**config.mk**
```make
export PLATFORM = sky130hd
export DESIGN_NAME = spi_audio_master_flat
export DESIGN_NICKNAME = d
export VERILOG_FILES = /design/src/rtl/spi_audio_master_pkg.sv /design/src/rtl/spi_audio_master_if.sv /design/src/rtl/spi_audio_master_sck_gen.sv /design/src/rtl/spi_audio_master.sv /design/src/flat_wrapper.sv
export SDC_FILE = /design/constraint.sdc
export NUM_CORES = 1
export LEC_CHECK = 0
export ABC_AREA = 1
export CAP_MARGIN = 20
export CORE_MARGIN = 1.5
export CORE_UTILIZATION = 45
export CTS_CLUSTER_DIAMETER = 50
export DETAILED_ROUTE_END_ITERATION = 8
export HOLD_SLACK_MARGIN = 0.05
export SLEW_MARGIN = 20
export SYNTH_ARGS = -nofsm -noshare
export SYNTH_HDL_FRONTEND = slang
export SYNTH_SLANG_ARGS = --single-unit
```
**constraint.sdc**
```tcl
create_clock -name clk -period 2.1 [get_ports clk]
set_input_delay 0.21 -clock clk [delete_from_list [all_inputs] [get_ports clk]]
set_output_delay 0.21 -clock clk [all_outputs]
set_load 0.02 [all_outputs]
```
**src/rtl/spi_audio_master_pkg.sv**
```systemverilog
// Shared types and default parameters for the SPI audio master.
// Holds the FSM state enum and the CLK_DIV/NUM_BYTES/GAP defaults.
package spi_master_pkg;

  typedef enum logic [2:0] {
    S_IDLE,
    S_FETCH,
    S_SHIFT,
    S_GAP,
    S_READ,
    S_DONE
  } state_t;

  localparam int unsigned DEF_CLK_DIV    = 4;
  localparam int unsigned DEF_NUM_BYTES  = 2000;
  localparam int unsigned DEF_GAP_CYCLES = 64;

endpackage

```
**src/rtl/spi_audio_master_if.sv**
```systemverilog
// Bus bundle of the SPI audio master: control, byte stream, SPI pins.
// master = the SPI master block, slave = its environment.
interface spi_audio_master_if;

  logic       start;
  logic [7:0] tx_data;
  logic       tx_valid;
  logic       tx_ready;
  logic       sck;
  logic       ss;
  logic       mosi;
  logic       miso;
  logic [7:0] result;
  logic       result_valid;
  logic       busy;

  modport master (
    input  start, tx_data, tx_valid, miso,
    output tx_ready, sck, ss, mosi,
    output result, result_valid, busy
  );

  modport slave (
    output start, tx_data, tx_valid, miso,
    input  tx_ready, sck, ss, mosi,
    input  result, result_valid, busy
  );

endinterface

```
**src/rtl/spi_audio_master_sck_gen.sv**
```systemverilog
// Serial clock generator: CLK_DIV clk cycles low, then CLK_DIV high.
// Ports: clk, reset, i_en, o_sck, o_rise_tick, o_fall_tick.
module spi_sck_gen
  import spi_master_pkg::*;
#(
  parameter int unsigned CLK_DIV = DEF_CLK_DIV
) (
  input  logic clk,
  input  logic reset,
  input  logic i_en,
  output logic o_sck,
  output logic o_rise_tick,
  output logic o_fall_tick
);

  localparam logic [7:0] HALF_LAST = 8'(CLK_DIV - 1);

  logic [7:0] r_cnt;
  logic       r_sck;
  logic       w_wrap;

  assign w_wrap = i_en && (r_cnt == HALF_LAST);

  // Disabled means parked low with the counter at the
  // start of a fresh low half-period.
  always_ff @(posedge clk or posedge reset) begin
    if (reset) begin
      r_cnt <= '0;
      r_sck <= 1'b0;
    end else if (!i_en) begin
      r_cnt <= '0;
      r_sck <= 1'b0;
    end else if (w_wrap) begin
      r_cnt <= '0;
      r_sck <= ~r_sck;
    end else begin
      r_cnt <= r_cnt + 8'd1;
    end
  end

  // Ticks mark the clk edge that toggles sck.
  assign o_rise_tick = w_wrap && !r_sck;
  assign o_fall_tick = w_wrap && r_sck;
  assign o_sck       = r_sck;

endmodule

```
**src/rtl/spi_audio_master.sv**
```systemverilog
// SPI master: streams NUM_BYTES audio bytes, waits GAP_CYCLES,
// then reads one result byte. Ports: clk, reset, bus (master).
module spi_audio_master
  import spi_master_pkg::*;
#(
  parameter int unsigned CLK_DIV    = DEF_CLK_DIV,
  parameter int unsigned NUM_BYTES  = DEF_NUM_BYTES,
  parameter int unsigned GAP_CYCLES = DEF_GAP_CYCLES
) (
  input logic          clk,
  input logic          reset,
  spi_audio_master_if.master bus
);

  localparam int unsigned CW = $clog2(NUM_BYTES + 1);
  localparam int unsigned GW =
    (GAP_CYCLES < 2) ? 1 : $clog2(GAP_CYCLES);
  localparam logic [CW-1:0] BYTE_LAST = CW'(NUM_BYTES - 1);
  localparam logic [GW-1:0] GAP_LAST  = GW'(GAP_CYCLES - 1);

  state_t        r_state;
  state_t        w_next;
  logic [7:0]    r_tx;
  logic [7:0]    r_rx;
  logic [7:0]    r_result;
  logic [2:0]    r_bit;
  logic [CW-1:0] r_byte_cnt;
  logic [GW-1:0] r_gap;
  logic          r_ss;

  logic w_sck;
  logic w_rise;
  logic w_fall;
  logic w_sck_en;
  logic w_tx_ready;
  logic w_busy;
  logic w_result_valid;
  logic w_last;
  logic w_more;

  spi_sck_gen #(.CLK_DIV(CLK_DIV)) u_sck (
    .clk        (clk),
    .reset      (reset),
    .i_en       (w_sck_en),
    .o_sck      (w_sck),
    .o_rise_tick(w_rise),
    .o_fall_tick(w_fall)
  );

  assign w_last = w_fall && (r_bit == 3'd7);
  assign w_more = r_byte_cnt < BYTE_LAST;

  always_ff @(posedge clk or posedge reset) begin
    if (reset) r_state <= S_IDLE;
    else       r_state <= w_next;
  end

  always_comb begin
    w_next = r_state;
    unique case (r_state)
      S_IDLE:  if (bus.start) w_next = S_FETCH;
      S_FETCH: if (bus.tx_valid) w_next = S_SHIFT;
      S_SHIFT:
        if (w_last) w_next = w_more ? S_FETCH : S_GAP;
      S_GAP:   if (r_gap == GAP_LAST) w_next = S_READ;
      S_READ:  if (w_last) w_next = S_DONE;
      S_DONE:  w_next = S_IDLE;
      default: w_next = S_IDLE;
    endcase
  end

  always_comb begin
    w_sck_en       = 1'b0;
    w_tx_ready     = 1'b0;
    w_result_valid = 1'b0;
    w_busy         = 1'b1;
    unique case (r_state)
      S_IDLE:         w_busy = 1'b0;
      S_FETCH:        w_tx_ready = 1'b1;
      S_SHIFT, S_READ: w_sck_en = 1'b1;
      S_DONE:         w_result_valid = 1'b1;
      default:        ;
    endcase
  end

  // mosi is r_tx[7]: it only moves on load and on sck falls,
  // and is forced to zero after each byte so READ sends 0x00.
  always_ff @(posedge clk or posedge reset) begin
    if (reset) begin
      r_tx       <= '0;
      r_rx       <= '0;
      r_result   <= '0;
      r_bit      <= '0;
      r_byte_cnt <= '0;
      r_gap      <= '0;
      r_ss       <= 1'b0;
    end else begin
      unique case (r_state)
        S_IDLE:
          if (bus.start) r_byte_cnt <= '0;
        S_FETCH:
          if (bus.tx_valid) begin
            r_tx  <= bus.tx_data;
            r_ss  <= 1'b1;
            r_bit <= '0;
          end
        S_SHIFT, S_READ: begin
          if (w_rise) r_rx <= {r_rx[6:0], bus.miso};
          if (w_fall) begin
            r_bit <= r_bit + 3'd1;
            r_tx  <= w_last ? 8'h00 : {r_tx[6:0], 1'b0};
          end
          if (w_last) begin
            if (r_state == S_READ) begin
              r_ss     <= 1'b0;
              r_result <= r_rx;
            end else if (w_more) begin
              r_byte_cnt <= r_byte_cnt + CW'(1);
            end else begin
              r_ss <= 1'b0;
            end
          end
        end
        S_GAP:
          if (r_gap == GAP_LAST) begin
            r_gap <= '0;
            r_ss  <= 1'b1;
            r_bit <= '0;
          end else begin
            r_gap <= r_gap + GW'(1);
          end
        default: ;
      endcase
    end
  end

  assign bus.sck          = w_sck;
  assign bus.ss           = r_ss;
  assign bus.mosi         = r_tx[7];
  assign bus.tx_ready     = w_tx_ready;
  assign bus.busy         = w_busy;
  assign bus.result       = r_result;
  assign bus.result_valid = w_result_valid;

endmodule

```
**src/flat_wrapper.sv**
```systemverilog
// flat-port wrapper written by rule: the top's interface ports become plain ports
module spi_audio_master_flat import spi_master_pkg::*;
#(
  parameter int unsigned CLK_DIV    = DEF_CLK_DIV,
  parameter int unsigned NUM_BYTES  = DEF_NUM_BYTES,
  parameter int unsigned GAP_CYCLES = DEF_GAP_CYCLES
)
  (clk, reset, bus_start, bus_tx_data, bus_tx_valid, bus_miso, bus_tx_ready, bus_sck, bus_ss, bus_mosi, bus_result, bus_result_valid, bus_busy);
  spi_audio_master_if bus_i ();
  input logic clk;
  input logic reset;
  input wire logic [$bits(bus_i.start)-1:0] bus_start;
  input wire logic [$bits(bus_i.tx_data)-1:0] bus_tx_data;
  input wire logic [$bits(bus_i.tx_valid)-1:0] bus_tx_valid;
  input wire logic [$bits(bus_i.miso)-1:0] bus_miso;
  output wire logic [$bits(bus_i.tx_ready)-1:0] bus_tx_ready;
  output wire logic [$bits(bus_i.sck)-1:0] bus_sck;
  output wire logic [$bits(bus_i.ss)-1:0] bus_ss;
  output wire logic [$bits(bus_i.mosi)-1:0] bus_mosi;
  output wire logic [$bits(bus_i.result)-1:0] bus_result;
  output wire logic [$bits(bus_i.result_valid)-1:0] bus_result_valid;
  output wire logic [$bits(bus_i.busy)-1:0] bus_busy;
  assign bus_i.start = bus_start;
  assign bus_i.tx_data = bus_tx_data;
  assign bus_i.tx_valid = bus_tx_valid;
  assign bus_i.miso = bus_miso;
  assign bus_tx_ready = bus_i.tx_ready;
  assign bus_sck = bus_i.sck;
  assign bus_ss = bus_i.ss;
  assign bus_mosi = bus_i.mosi;
  assign bus_result = bus_i.result;
  assign bus_result_valid = bus_i.result_valid;
  assign bus_busy = bus_i.busy;
  spi_audio_master #(.CLK_DIV(CLK_DIV), .NUM_BYTES(NUM_BYTES), .GAP_CYCLES(GAP_CYCLES)) u_core (.clk(clk), .reset(reset), .bus(bus_i));
endmodule
```
---- After elaboration in Yosys (flattened, before gate mapping) ----
Index checks and enable logic that the tools add are counted.
word-level totals
  output and inout bits ................... 14
  flip-flop bits (word level) ............. 57
  input port bits ......................... 13
  logic and storage cells ................. 87
operators by class
  reductions and logical operators ........ 17
  bitwise logic cells ..................... 1
  mux-type cells .......................... 35
  $add $sub $neg .......................... 4
  equality and inequality tests ........... 19
  $lt $le $gt $ge ......................... 1
operators with widths
  cell                     count
  $mux W11                 4
  $mux W8                  5
  $mux W3                  8
  $pmux W11 S2             1
  $pmux W8 S2              1
  $pmux W3 S5              1
  $reduce_and A5 Y1        3
  $ne A2 B1 Y1 const B     7
  $add A11 B1 Y11 const B  1
  $lt A11 B11 Y1 const B   1
  $mux W1                  11
  $eq A3 B3 Y1 const B     3
  $pmux W3 S3              1
  $add A8 B1 Y8 const B    1
  $eq A8 B2 Y1 const B     1
  $add A6 B1 Y6 const B    1
  $eq A3 B2 Y1 const B     2
  $eq A6 B6 Y1 const B     1
  $mux W6                  1
  $ne A2 B2 Y1 const B     3
  $reduce_and A3 Y1        2
  $logic_and A1 B1 Y1      4
  $reduce_and A4 Y1        1
  $reduce_bool A2 Y1       2
  11 further kinds         11

---- Longest topological paths before layout ----
  word-level depth ........................ 9
  gate-level depth with buffers ........... 11
  depth with buffers taken out ............ 10

---- Cells and area by module ----
From an unflattened synthesis, not the netlist that was laid out.
unflattened totals
  cell total of the unflattened synthesis .. 388
  area, all modules ....................... 3007.9 um^2
modules (own cells, without submodules)
  module            cells each  area an instance (um^2)  instances  seq. area each (um^2)
  spi_audio_master  317         2492.4                   1          1201.2
  spi_sck_gen       71          515.5                    1          225.2

---- Least setup slack after synthesis ----
No wires, ideal clock.
  kind .................................... flip-flop to flip-flop
  start ................................... register u_core.u_sck.r_cnt[0]
  end ..................................... register u_core.r_byte_cnt[5]
  cell stages (with the launch flop) ...... 10
  data arrival time ....................... 1400 ps
  period minus slack after synthesis ...... 1523 ps
  setup time .............................. 123 ps
  buffers on the path ..................... 1
  path slack .............................. 577 ps
  required time ........................... 1977 ps
  path through ............................ dfrtp_1 ha_1 nand2_1 nor2_4 nand4_4 nand2_4 nand2_4 buf_6 nand2_2 o21ai_2
on the way
  longest elaborated chain between the ends .. 6
RTL lines
  item                                line                            RTL
  start: declaration                  spi_audio_master_sck_gen.sv:18  logic [7:0] r_cnt;
  start signal: assignment            spi_audio_master_sck_gen.sv:37  r_cnt <= r_cnt + 8'd1;
  $eq A8 B2 Y1                        spi_audio_master_sck_gen.sv:22  assign w_wrap = i_en && (r_cnt == HALF_LAST);
  $logic_and A1 B1 Y1                 spi_audio_master_sck_gen.sv:22
  $logic_and A1 B1 Y1                 spi_audio_master_sck_gen.sv:43  assign o_fall_tick = w_wrap && r_sck;
  $logic_and A1 B1 Y1                 spi_audio_master.sv:50          assign w_last = w_fall && (r_bit == 3'd7);
  $ne A2 B1 Y1 (no source line)       --
  $reduce_and A5 Y1 (no source line)  --
  end signal: assignment              spi_audio_master.sv:118         r_byte_cnt <= r_byte_cnt + CW'(1);
  end: declaration                    spi_audio_master.sv:27          logic [CW-1:0] r_byte_cnt;
No other way between the ends.
A chain may end at the register's enable or synchronous reset.

---- Worst setup path after layout ----
  start ................................... register u_core.r_state[2]
  end ..................................... output port bus_tx_ready
on the way
  longest elaborated chain between the ends .. 2
RTL lines
  item                      line                    RTL
  start: declaration        spi_audio_master.sv:21  state_t r_state;
  start signal: assignment  spi_audio_master.sv:55  else r_state <= w_next;
  $eq A3 B1 Y1              spi_audio_master.sv:77  unique case (r_state)
  $mux W1                   spi_audio_master.sv:77
  end: declaration          flat_wrapper.sv:16      output wire logic [$bits(bus_i.tx_ready)-1:0] bus_tx_ready;
No other way between the ends.

==> run metrics <==
total inserted antenna cells=0; final weighted congestion in routability-driven placement=0.826; endpoint kind of the worst setup timing path=primary output; Worst Clk Skew=6.18 ps; WP depth=4; Total Power Consumption=3.69 mW; Storage cell area=0.00143 mm²; number of synthesized flops with an enable pin=0; maximum number of buffers from clock root to sink=2; total length of routed wires=5500 µm; number of buffers and inverters on the critical path=3; initial core utilization=0.463; cell type with the largest total area after synthesis=dfrtp_1; reg-to-reg startpoint=u_core.u_sck.r_cnt[0]; end point of the critical path=bus_tx_ready; clock network latency to the later pin of the worst-skew pair=330 ps; routed length on met2=2430 µm; post-detailed-route wirelength per cell=11.7 µm; library cells used by synthesis=31; Worst slew margin=0.770; detailed-route vias per instance=4.91; Worst setup SP type=flip-flop; share of cells above drive strength 1=0.143; result of the run=complete, no violations; Critical Path Source=u_core.r_state[2]; depth of the CTS H-tree=3; cell area after synthesis=0.00292 mm²; static leakage=1.60 nW; Fill cells=589; Area Growth Syn to Fin=18.6%; Detailed Route Iter0 Violations=141; final number of hold-violating endpoints=0; number of iterations in the first detailed-routing pass=5; number of hold-repair buffers added at the cts stage=0; total routing resource utilization after global routing=0.181; Avg Cell Area, Syn=8.25 µm²; slew at the pin closest to its max-slew limit=345 ps; most instantiated library cell after synthesis=nand2_1; largest cells by area after synthesis=dfrtp_1, nand2_1, nand3_1; setup violation total in the final timing report=0; asr flop ratio synth=1.00; delay of the slowest cell on the worst path=590 ps; area share of the largest cell type after synthesis=0.488; max layer used=met4; critical path type=reg -> out; ordered list of cells on the worst path=inv_1 > nand3_1 > inv_1 > clkdlybuf4s50_1; predominant post-synthesis flop cell=dfrtp_1; most frequent cell on the critical path=inv_1; first-pass GRT wire length=10,300 µm; unrepaired setup endpoints after global routing=false; Total Negative Setup Slacks=0 ps; worst r2r path cells=8; Site Rows=29; width of the die=83.6 µm; number of setup buffers added after CTS=0; TritonCTS Buffers=9; min cycle time layout=1960 ps; arrival time worst endpoint=1750 ps; setup slack after layout=141 ps; number of routed nets with antenna violations=0; post-layout net count=405; area of combinational cells with multiple inputs=0.00132 mm²; vias post-DR=2,302; number of port buffers=26; gate count after technology mapping=354; nets in the synthesized netlist=372; Remaining Overflow, GRT=0; endpoint required time on the critical path=1890 ps; DRC viols=0; share of the clock period used by the worst path=0.933; number of maximum-capacitance violations=0; critical path's top delay family=buffers and inverters; warning count from the yosys run=0; reg-to-reg setup timing slack=330 ps; Critical Path Fanout Max=7; maximum number of pins on one net before global-route repair=58; vertical die dimension=83.6 µm; Highest Clock Rate=0.510 GHz; proportion of synthesized chip area in sequential cells=0.488; area of the placeable core=0.00631 mm²; cell at the root of the clock tree=clkbuf_8; ratio of total power to cell area=1060 mW/mm²; DIE AREA=0.00698 mm²; slowest cell on the critical path=clkdlybuf4s50_1; min-delay worst type=in -> async; M1 wire length=2790 µm; vias in the first global route=2,308; CTS tree=built; clock sink count=57; FF-to-FF End=u_core.r_byte_cnt[9]; worst vdd ir=0.691 mV; met3 wire length=181 µm; antenna violations before repair=0; post-cts sizing count=0; Final Max Slew Viols=0; most frequent cells after synthesis=nand2_1, dfrtp_1, inv_1; synthesized flop and latch total=57; I/O Pins=27; DPL Wire Length=3830 µm; worst setup slack before clock tree synthesis=327 ps; Clock Pin Slew Worst Setup and Hold Paths=70 ps
-- sequential cells by signal (all words and copies together), names as in the netlist --
signal	flops
u_core.bus.result	8
u_core.u_sck.r_cnt	8
u_core.r_rx	8
u_core.r_byte_cnt	11
u_core.bus.ss	1
u_core.r_bit	3
u_core.r_state	3
u_core.r_gap	6
u_core.u_sck.o_sck	1
u_core.r_tx	8
-- stage by stage --
| step | instances | utilization | hold WS (ps) | cell area (µm²) |
|---|---|---|---|---|
| 2_1_floorplan | 354 | - | 369 | 2920 |
| 3_3_place_gp | 453 | 0.516 | 441 | 3260 |
| 3_5_place_dp | 453 | 0.516 | 452 | 3260 |
| 4_1_cts | 469 | 0.549 | 256 | 3460 |
| 5_1_grt | 469 | 0.549 | 284 | 3460 |
| 6_report | 469 | 0.549 | 250 | 3460 |
-- worst min-delay path by stage --
| stage | from | endpoint |
|---|---|---|
| 2_1_floorplan | bus_miso | u_core.r_rx[0] |
| 3_3_place_gp | u_core.u_sck.r_cnt[0] | u_core.u_sck.r_cnt[0] |
| 3_5_place_dp | u_core.u_sck.r_cnt[0] | u_core.u_sck.r_cnt[0] |
| 4_1_cts | reset | u_core.bus.result[4] |
| 5_1_grt | reset | u_core.r_rx[2] |
| 6_report | reset | u_core.r_byte_cnt[4] |
-- cell families (layout without fill, tap and decap cells) --
kind of cell,after synthesis,in the layout,share of synthesized area
compound gates,56,56,0.117
xor+xnor,3,3,0.00900
fa+ha+maj,5,5,0.0214
buf+inv,39,77,0.0591
flops,57,57,0.488
simple gates,194,194,0.305
-- where the power goes --
group          internal [mW]  total [mW]  switching (mW)
combinational          0.419        1.24           0.819
clock                  0.556        1.03           0.473
sequential              1.28        1.42           0.143
-- cells in the final DEF (no fill, tap or decap), drive strengths merged, types with 4 or more instances in the layout --
cell and n:
dfrtp 57, o21ai 38, ha 5, clkdlybuf4s50 26, a21oi 10, clkbuf 9, inv 33, nand3 27
nor2 33, o21bai 4, nand2 124
-- metal layers --
layer,up-vias,GRT usage
li1,1208,-
met3,10,0.0435
met2,34,0.287
met1,1050,0.240
met5,-,0
met4,0,0.0760
-- worst min-delay path: cells and delay by family --
| family | cells | cell delay (ps) |
|---|---|---|
| buffers and inverters | 3 | 750 |
-- final cells by class --
| cell class | count | share of cell area |
|---|---|---|
| clock buffer | 9 | 0.0358 |
| sequential | 57 | 0.412 |
| multi-input combinational | 258 | 0.382 |
| inverter | 32 | 0.0347 |
| clock inverter | 7 | 0.0231 |
| timing repair buffer | 29 | 0.0853 |
| tap | 77 | 0.0278 |
No activity file was read; power rests on OpenSTA's default activity.
